**src/rtl/bvudiv_pkg.sv**
```systemverilog
// Shared types and helpers for the bvudiv_seq restoring divider.
package bvudiv_pkg;

  typedef enum logic [1:0] {
    IDLE = 2'd0,
    BUSY = 2'd1,
    DONE = 2'd2
  } state_e;

  // Width of a counter able to hold the values 0..w.
  function automatic int cnt_w(input int w);
    return $clog2(w + 1);
  endfunction

  // Low w bits set; saturates at 64 bits.
  function automatic logic [63:0] all_ones(input int w);
    if (w >= 64) return '1;
    return (64'(1) << w) - 64'(1);
  endfunction

endpackage

```
**src/rtl/bvudiv_step.sv**
```systemverilog
// One restoring radix-2 division step (combinational).
// The partial remainder is shifted left taking in_bit, then a trial
// subtraction of the divisor decides the quotient bit.
module bvudiv_step
  import bvudiv_pkg::*;
#(
  parameter int W = 4
) (
  input  logic [W:0]   rem_i,
  input  logic         bit_i,
  input  logic [W-1:0] div_i,
  output logic [W:0]   rem_o,
  output logic         q_o
);

  logic [W:0] shifted;
  logic [W:0] diff;

  // The partial remainder stays below the divisor, so after the shift it
  // fits in W+1 bits and the MSB of the W+1-bit difference is the borrow.
  always_comb begin
    shifted = {rem_i[W-1:0], bit_i};
    diff    = shifted - {1'b0, div_i};
    if (!diff[W]) begin
      rem_o = diff;
      q_o   = 1'b1;
    end else begin
      rem_o = shifted;
      q_o   = 1'b0;
    end
  end

endmodule

```
**src/rtl/bvudiv_seq.sv**
```systemverilog
// Sequential unsigned divider with SMT-LIB bvudiv/bvurem semantics.
// Divide by zero yields quotient all ones and remainder equal to the dividend.
// Optional macro BVUDIV_ZERO_FASTPATH_EN: a zero divisor skips the W steps
// and goes straight from IDLE to DONE on the acceptance edge.
module bvudiv_seq
  import bvudiv_pkg::*;
#(
  parameter int W = 4
) (
  input  logic         clk,
  input  logic         rst_n,
  input  logic         in_valid,
  output logic         in_ready,
  input  logic [W-1:0] dividend,
  input  logic [W-1:0] divisor,
  output logic         out_valid,
  input  logic         out_ready,
  output logic [W-1:0] quotient,
  output logic [W-1:0] remainder,
  output logic         div_by_zero
);

  localparam int             CW   = cnt_w(W);
  localparam logic [CW-1:0]  LAST = CW'(W - 1);
`ifdef BVUDIV_ZERO_FASTPATH_EN
  localparam logic [63:0]    ONES64 = all_ones(W);
  localparam logic [W-1:0]   ONES   = ONES64[W-1:0];
`endif

  state_e        state_q, state_d;
  // Shift register: dividend bits leave at the MSB, quotient bits enter at the LSB.
  logic [W-1:0]  sr_q, sr_d;
  logic [W-1:0]  dv_q, dv_d;
  logic [W:0]    rem_q, rem_d;
  logic [CW-1:0] cnt_q, cnt_d;
  logic          dbz_q, dbz_d;

  logic [W:0]    step_rem;
  logic          step_qbit;

  bvudiv_step #(.W(W)) u_step (
    .rem_i (rem_q),
    .bit_i (sr_q[W-1]),
    .div_i (dv_q),
    .rem_o (step_rem),
    .q_o   (step_qbit)
  );

  // State and datapath registers; everything clears on reset.
  always_ff @(posedge clk or negedge rst_n) begin
    if (!rst_n) begin
      state_q <= IDLE;
      sr_q    <= '0;
      dv_q    <= '0;
      rem_q   <= '0;
      cnt_q   <= '0;
      dbz_q   <= 1'b0;
    end else begin
      state_q <= state_d;
      sr_q    <= sr_d;
      dv_q    <= dv_d;
      rem_q   <= rem_d;
      cnt_q   <= cnt_d;
      dbz_q   <= dbz_d;
    end
  end

  // Next-state and datapath update for accept / step / hand-off.
  always_comb begin
    state_d = state_q;
    sr_d    = sr_q;
    dv_d    = dv_q;
    rem_d   = rem_q;
    cnt_d   = cnt_q;
    dbz_d   = dbz_q;
    case (state_q)
      IDLE: begin
        if (in_valid) begin
          sr_d    = dividend;
          dv_d    = divisor;
          rem_d   = '0;
          cnt_d   = '0;
          dbz_d   = (divisor == '0);
          state_d = BUSY;
`ifdef BVUDIV_ZERO_FASTPATH_EN
          if (divisor == '0) begin
            sr_d    = ONES;
            rem_d   = {1'b0, dividend};
            state_d = DONE;
          end
`endif
        end
      end
      BUSY: begin
        rem_d = step_rem;
        sr_d  = {sr_q[W-2:0], step_qbit};
        cnt_d = cnt_q + CW'(1);
        if (cnt_q == LAST) state_d = DONE;
      end
      DONE: begin
        if (out_ready) state_d = IDLE;
      end
      default: state_d = IDLE;
    endcase
  end

  assign in_ready    = (state_q == IDLE);
  assign out_valid   = (state_q == DONE);
  assign quotient    = sr_q;
  assign remainder   = rem_q[W-1:0];
  assign div_by_zero = dbz_q;

endmodule

```
**config.mk**
```make
export PLATFORM = sky130hd
export DESIGN_NAME = bvudiv_seq
export DESIGN_NICKNAME = d
export VERILOG_FILES = /design/src/rtl/bvudiv_pkg.sv /design/src/rtl/bvudiv_step.sv /design/src/rtl/bvudiv_seq.sv
export SDC_FILE = /design/constraint.sdc
export NUM_CORES = 1
export LEC_CHECK = 0
export BUFFER_PORTS_ARGS = -buffer_cell sky130_fd_sc_hd__buf_2
export CORE_MARGIN = 1.5
export CORE_UTILIZATION = 41
export CTS_CLUSTER_SIZE = 25
export DETAILED_ROUTE_END_ITERATION = 10
export GPL_ROUTABILITY_DRIVEN = 0
export PLACE_DENSITY = 0.74
export SYNTH_ARGS = -nofsm -noshare
export SYNTH_HDL_FRONTEND = slang
export SYNTH_SLANG_ARGS = --single-unit
```
**constraint.sdc**
```tcl
create_clock -name clk -period 1.8 [get_ports clk]
set_input_delay 0.18 -clock clk [delete_from_list [all_inputs] [get_ports clk]]
set_output_delay 0.18 -clock clk [all_outputs]
set_load 0.02 [all_outputs]
```
# Word-level counts from Yosys, hierarchy flattened
# Cells that the tools add are included.
[totals]
register_bits = 18
input_bits = 12
output_inout_bits = 11
elab_cells = 32
[classes]
add_sub_neg = 2
n_eq_ne = 6
mux = 12
n_reduce_logical = 6
[op_table]
columns = ["operator", "count"]
rows = [
  ["$pmux 4 s2", 2],
  ["$mux 4", 3],
  ["$mux 2", 3],
  ["$pmux 2 s3", 1],
  ["$pmux 3 s2", 1],
  ["$sub 5x4->5", 1],
  ["$logic_not 4->1", 1],
  ["$ne 2x2->1 const B", 2],
  ["$reduce_and 2->1", 2],
  ["$add 3x1->3 const B", 1],
  ["$eq 3x2->1 const B", 1],
  ["$mux 3", 1],
  ["$reduce_and 3->1", 1],
  ["$eq 2x1->1 const B", 1],
  ["$eq 2x2->1 const B", 1],
  ["$logic_not 2->1", 1],
  ["$ne 2x1->1 const B", 1],
  ["$reduce_bool 2->1", 1],
  ["$mux 1", 1],
]

# Depth between registers and ports, before layout
# Gate-level depths: netlist of run 1.
[depth]
word_depth = 3
depth_mapped = 8
ltp_nobuf = 8

# Modules after synthesis
# A second synthesis of run 1 with hierarchy kept.
[hier_totals]
cells_unflattened = 99
hier_area_um2 = 1077.3
[by_module_without_submodules]
columns = ["module", "instances", "cells_per_inst", "area_per_inst_um2", "seq_area_each_um2"]
rows = [
  ["bvudiv_seq", 1, 71, 847.1, 475.5],
  ["bvudiv_step", 1, 28, 230.2, 0.0],
]

# Least setup slack after synthesis of run 1
# Ideal clock, no wire load.
[synth_path]
path_type = "register to register"
start = "reg sr_q[3] (netlist: quotient[3])"
end = "reg rem_q[3]"
setup_time_ns = 0.124
arrival_ns = 1.846
t_required_ns = 1.676
path_slack_ns = -0.170
stages_incl_launch_ff = 9
path_buffers = 0
synth_period_minus_slack_ns = 1.970
path_cell_list = "dfrtp_1 inv_1 ha_1 inv_1 fa_1 a211oi_2 or2_4 a21oi_1 a211o_1"
[synth_via]
elab_chain_len = 3
[synth_lines]
columns = ["item", "line_no", "text"]
rows = [
  ["start: declaration", "bvudiv_seq.sv:32", "logic [W-1:0] sr_q, sr_d;"],
  ["start signal: assignment", "bvudiv_seq.sv:60", "sr_q <= sr_d;"],
  ["$sub 5x4->5", "bvudiv_step.sv:23", "diff = shifted - {1'b0, div_i};"],
  ["$mux 4", "bvudiv_step.sv:24", "if (!diff[W]) begin"],
  ["$pmux 4 s2", "bvudiv_seq.sv:76", "case (state_q)"],
  ["end signal: assignment", "bvudiv_seq.sv:62", "rem_q <= rem_d;"],
  ["end: declaration", "bvudiv_seq.sv:34", "logic [W:0] rem_q, rem_d;"],
]
# Every way passes these cells.
# A chain may end at the register's enable or synchronous reset.

# Final worst setup path of run 1
[layout_path]
start = "reg sr_q[3] (netlist: quotient[3])"
end = "reg rem_q[1]"
# The elaborated chain is that of the path after synthesis.

==> results of run 1 <==
[cell usage after synthesis]
master	number	area [um2]
a211o_1	4	35.03
a211oi_1	2	15.01
a211oi_2	1	12.51
a21o_1	1	7.510
a21oi_1	4	20.02
a22o_1	1	8.760
a31oi_1	1	6.260
buf_2	2	10.01
buf_4	2	15.01
buf_6	3	33.78
dfrtp_1	18	450.4
fa_1	1	20.02
ha_1	6	75.07
inv_1	8	30.03
inv_2	1	3.750
mux2_2	2	22.52
mux2i_1	3	30.03
nand2_1	17	63.81
nand2b_1	1	6.260
nand2b_4	1	13.76
nand3_1	2	10.01
nand3b_1	1	7.510
nor2_1	7	26.28
nor2b_1	1	6.260
nor2b_2	1	8.760
nor3_1	3	15.01
nor3b_2	1	12.51
nor4_1	1	6.260
o2111ai_1	1	8.760
o211ai_1	1	7.510
o21ai_0	8	40.04
o21ai_1	1	5.000
o21bai_1	1	7.510
o22ai_1	1	6.260
o31ai_1	2	15.01
o41ai_1	1	8.760
or2_4	1	8.760
or3_1	1	6.260
xnor2_1	2	17.52
[what timing repair did]
item | in CTS | in global routing
pin swaps | 6 | 2
endpoints found under the hold margin | 18 | 0
setup endpoints to repair | 5 | 5
resized for setup | 2 | 1
hold buffers | 1 | 0
[power groups by stage]
| stage | logic [uW] | clock network, uW | registers (uW) |
|---|---|---|---|
| after CTS | 1830 | 207 | 774 |
| after global placement | 1690 | 0 | 770 |
| after detailed placement | 1760 | 0 | 781 |
| after global routing | 2000 | 224 | 805 |
| after floorplan | 1290 | 0 | 804 |
| final | 1820 | 199 | 771 |
[stage by stage]
stage | std cells | instance area [um2]
3_5_place_dp | 168 | 1264
4_1_cts | 172 | 1309
3_3_place_gp | 168 | 1264
2_1_floorplan | 116 | 1122
6_report | 172 | 1309
5_1_grt | 172 | 1309
[worst max-delay path, delay by kind of cell, from the launching register on]
kind / cells / cell delay, ps
AO/OA/AOI/OAI: 3 / 570
adder cells (fa/ha/maj): 2 / 490
buffers and inverters: 2 / 100
flip-flops: 1 / 390
AND/OR/NAND/NOR: 1 / 200
[cell families (layout without fill, tap and decap cells)]
group / Yosys count / after routing / synth area share
XOR/XNOR: 2 / 2 / 0.01588
multiplexers: 5 / 5 / 0.04762
adder cells (fa/ha/maj): 7 / 7 / 0.08617
flip-flops: 18 / 18 / 0.4082
AO/OA/AOI/OAI: 30 / 30 / 0.1848
AND/OR/NAND/NOR: 38 / 38 / 0.1735
buffers and inverters: 16 / 42 / 0.08389
[sequential cells by signal (all words and copies together), names as in the netlist]
register	cells
div_by_zero	1
rem_q	4
quotient	4
state_q	2
dv_q	4
cnt_q	3
[placed cells by master (no fill, tap or decap), types with 4 or more instances in the layout]
master,Yosys,routed
a211o_1,4,4
buf_2,2,22
buf_4,2,7
dfrtp_1,18,18
ha_1,6,5
inv_1,8,6
nand2_1,17,17
nor2_1,7,7
o21ai_0,8,7
[area by class of cell]
cell class,instances,share of cell area
Tap cell,30,0.02868
Clock buffer,3,0.01721
Sequential cell,18,0.3442
Inverter,9,0.02581
Timing Repair Buffer,30,0.1319
Multi-Input combinational cell,82,0.4522
[final timing paths]
check                                   startpoint                 endpoint  slack [ps]  depth (start not counted)
max                        quotient[3]$_DFFE_PN0P_     rem_q[1]$_DFFE_PN0P_         -60                          8
min                                     divisor[1]      dv_q[1]$_DFFE_PN0P_         100                          3
max reg2reg                quotient[3]$_DFFE_PN0P_     rem_q[1]$_DFFE_PN0P_         -60                          8
min reg2reg                div_by_zero$_DFFE_PN0P_  div_by_zero$_DFFE_PN0P_         520                          1
max in group asynchronous                    rst_n   state_q[1]$_DFFE_PN0P_        1170                          2
min in group asynchronous                    rst_n      dv_q[1]$_DFFE_PN0P_         340                          2
[per-layer routing]
| metal | up-vias | GRT usage | routed length, um |
|---|---|---|---|
| met5 | - | 0 | 0 |
| met4 | 0 | 0.08750 | 32 |
| met3 | 5 | 0.03279 | 60 |
| met2 | 14 | 0.3155 | 1142 |
| met1 | 431 | 0.2103 | 990 |
| li1 | 458 | - | - |
==> results.json, run 1 <==
{
  "status": "finished, violations left",
  "violations": "setup timing",
  "synth_nets": 135,
  "die-area_um2": 3012,
  "synth_cells": 116,
  "start_kind": "flop",
  "power_uw": 2785,
  "cts_max_level": 1,
  "drc": 0,
  "worstPathArrival_ps": 2050,
  "final.min_clock_period_ps": 1863,
  "syn_avg_cell_area_um2": 9.513,
  "ys_warn_count": 0,
  "grt_pass1_wl_mm": 3.815,
  "hpwl_mm": 1.776,
  "die-width_um": 54.88,
  "synth.distinct_cells": 39,
  "synth-seq-cells": 18,
  "end_kind": "flop",
  "initial_core_util": 0.4375,
  "cellLeakagePower_uw": 0.0006399,
  "ctsRootBufferMaster": "clkbuf_4",
  "max-cap-violations": 0,
  "numPortBuffers": 22,
  "io_pins": 23,
  "area_delta_synth_final_pct": 18.59,
  "cts_buffers": 3,
  "grt_pass1_vias": 895,
  "fill_cells": 243,
  "setup_violations": 4,
  "timing.hold.ws_ps": 100.9,
  "tns_ps": -148.0,
  "clk_latency_ps": 290,
  "report.final.slew_viol_count": 0,
  "preCtsSetupSlack_ps": -144.9,
  "critPathMaxFanout": 5,
  "seqPwrFrac": 0.277,
  "fin_ws_ps": -62.79,
  "ys_seq_area_frac": 0.4082,
  "power.density_nw_per_um2": 2128,
  "multi_input_area_um2": 591.8,
  "max_slew_margin": 0.7269,
  "dr.pass1.iters": 4,
  "wl_mm": 2.225,
  "crit_top_cell": "inv_2",
  "post_cts_buffers": 0,
  "min_path_type": "primary input to flop",
  "ant_nets": 0,
  "rows": 18,
  "slowest_stage": "dfrtp_1",
  "drt_iter0_drc": 6,
  "path_clk_slew_ps": 100,
  "wl_per_cell_um": 12.94,
  "diodes": 0,
  "cts_tree": "yes",
  "p_int_uw": 1509,
  "clock_path_buffers": 2,
  "antenna_found_initial": 0,
  "vias": 908,
  "path_class": "flop to flop",
  "viasPerCell": 5.279,
  "gr-total-overflow": 0,
  "worst_slew_pin_slew_ps": 408.7,
  "finClkSkew_ps": 1.044,
  "power.switching_uw": 1277,
  "crit_chain": "inv_2, ha_4, inv_2, fa_2, a211oi_4, or2_4, a211oi_2, a211o_1",
  "p_comb_frac": 0.652,
  "fin_nets": 163,
  "register_area_um2": 450.4,
  "p_clk_frac": 0.071,
  "synthesis.area_um2": 1104,
  "cts.sinks": 18,
  "core-area_um2": 2522,
  "required_ps": 1980,
  "grt_max_degree": 19,
  "clock.fmax_ghz": 0.5368,
  "timing.final.hold_violations": 0,
  "grt_util_all_layers": 0.1807,
  "rsz0062_at_grt": "true",
  "fin_util": 0.5188,
  "p_sw_frac": 0.4584,
  "die_h_um": 54.88,
  "cpPeakStageDelay_ps": 390,
  "period_share": 1.035,
  "peakVddDrop_mv": 1.148,
  "drive_gt1_frac": 0.3239
}
Note: power is estimated with default switching activity, not from simulation.
==> run 2: changes to the inputs <==
SKIP_CTS_REPAIR_TIMING = 1   (was default)
==> run 2 against run 1 <==
- highest routed layer unchanged
- worst hold slack about the same
- sequential power about the same
- sequential share of layout area decreased by 0.13 points
- power increased by 0.88%
- final cell count unchanged
- flip-flop and latch count unchanged
- count of clock-buffer cells in the layout unchanged
- critical path type unchanged
- worst setup slack got worse by 8.3 ps
- critical endpoint unchanged
- via count increased by 1.5%
- the flow still finishes with violations (setup timing)
==> results.json, run 2 (synthesized netlist as in run 1, its figures left out) <==
{
  "path_class": "flop to flop",
  "end_kind": "flop",
  "vias": 922,
  "max_slew_margin": 0.7204,
  "final.min_clock_period_ps": 1871,
  "reg2reg_depth": 8,
  "clock.fmax_ghz": 0.5344,
  "peakVddDrop_mv": 1.156,
  "initial_core_util": 0.4375,
  "multi_input_area_um2": 596.8,
  "ant_nets": 0,
  "path_clk_slew_ps": 100,
  "violations": "setup timing",
  "grt_pass1_vias": 876,
  "cpPeakStageDelay_ps": 390,
  "max-cap-violations": 0,
  "design_area_um2": 1314,
  "die_h_um": 54.88,
  "numPortBuffers": 22,
  "viasPerCell": 5.360,
  "setup_violations": 4,
  "antenna_found_initial": 0,
  "fin_util": 0.5208,
  "grt_util_all_layers": 0.1761,
  "gr-total-overflow": 0,
  "rsz0062_at_grt": "true",
  "cts_buffers": 3,
  "worstPathArrival_ps": 2050,
  "drc": 0,
  "cts_max_level": 1,
  "rows": 18,
  "diodes": 0,
  "io_pins": 23,
  "status": "finished, violations left",
  "seqPwrFrac": 0.275,
  "power.switching_uw": 1294,
  "required_ps": 1980,
  "report.final.slew_viol_count": 0,
  "worst_slew_pin_slew_ps": 418.5,
  "drive_gt1_frac": 0.3310,
  "fin_ws_ps": -71.14,
  "place_area_um2": 1264,
  "fill_cells": 243,
  "timing.final.hold_violations": 0,
  "cellLeakagePower_uw": 0.0006407,
  "p_comb_frac": 0.654,
  "min_path_type": "primary input to flop",
  "drt_iter0_drc": 16,
  "final_common_cell": "buf_2",
  "die-area_um2": 3012,
  "register_area_um2": 450.4,
  "die-width_um": 54.88,
  "p_clk_frac": 0.071,
  "period_share": 1.040,
  "p_sw_frac": 0.4606,
  "clock_path_buffers": 2,
  "final_cell_mix": "buf_2, dfrtp_1, nand2_1",
  "crit_chain": "inv_2, ha_4, inv_2, fa_2, a211oi_4, or2_4, a211oi_2, a211o_1",
  "wl_per_cell_um": 13.12,
  "wl_mm": 2.256,
  "slowest_stage": "dfrtp_1",
  "holdPathStages": 3,
  "grt_max_degree": 19,
  "area_delta_synth_final_pct": 19.05,
  "start_kind": "flop",
  "grt_pass1_wl_mm": 3.719,
  "finClkSkew_ps": 1.601,
  "cts_tree": "yes",
  "critPathMaxFanout": 5,
  "fin_nets": 163,
  "dr.pass1.iters": 4,
  "core-area_um2": 2522,
  "ctsRootBufferMaster": "clkbuf_4",
  "cts.sinks": 18,
  "hpwl_mm": 1.776,
  "clk_latency_ps": 290,
  "crit_top_cell": "inv_2",
  "tns_ps": -180.3,
  "p_int_uw": 1516,
  "power.density_nw_per_um2": 2139
}
[run 2: critical path: cells and delay by family, from the launching register on]
| family | cells | cell delay (ps) |
|---|---|---|
| fa+ha+maj | 2 | 490 |
| flops | 1 | 390 |
| buf+inv | 2 | 100 |
| compound gates | 3 | 570 |
| simple gates | 1 | 200 |
[run 2: area by class of cell]
class	instances	share of cell area
clock buffer	3	0.01714
inverter	9	0.02571
multi-input combinational	82	0.4543
sequential	18	0.3429
tap	30	0.02857
timing repair buffer	30	0.1314
[run 2: metrics by stage]
| stage | instances | setup WS [ps] | hold WS [ps] | power [uW] |
|---|---|---|---|---|
| 6_report | 172 | -71.14 | 101.1 | 2810 |
| 5_1_grt | 172 | -189.5 | 101.4 | 3051 |
| 4_1_cts | 171 | -158.0 | -193.3 | 2748 |
| 3_5_place_dp | 168 | -144.9 | 138.0 | 2537 |
| 3_3_place_gp | 168 | -77.63 | 130.0 | 2457 |
| 2_1_floorplan | 116 | -89.76 | -115.6 | 2098 |
[run 2: power by group through the flow]
stage | clock network [uW] | registers, uW | logic [uW]
6_report | 199 | 773 | 1840
5_1_grt | 224 | 805 | 2020
4_1_cts | 207 | 772 | 1770
3_5_place_dp | 0 | 781 | 1760
3_3_place_gp | 0 | 770 | 1690
2_1_floorplan | 0 | 804 | 1290
[run 2: metal layers]
metal / vias to the layer above / GRT usage / share of wire
li1: 459 / - / -
met5: - / 0 / 0
met4: 0 / 0.09167 / 0.014
met1: 441 / 0.2069 / 0.45
met2: 17 / 0.3016 / 0.51
met3: 5 / 0.03279 / 0.028
[run 2: final timing paths]
kind                                              start                      to  slack (ps)
min in group asynchronous                         rst_n     dv_q[1]$_DFFE_PN0P_         340
max in group asynchronous                         rst_n  state_q[1]$_DFFE_PN0P_        1170
worst max-delay path            quotient[3]$_DFFE_PN0P_    rem_q[1]$_DFFE_PN0P_         -70
worst min register to register     cnt_q[0]$_DFFE_PN0P_    cnt_q[0]$_DFFE_PN0P_         520
worst max register to register  quotient[3]$_DFFE_PN0P_    rem_q[1]$_DFFE_PN0P_         -70
worst min-delay path                         divisor[1]     dv_q[1]$_DFFE_PN0P_         100
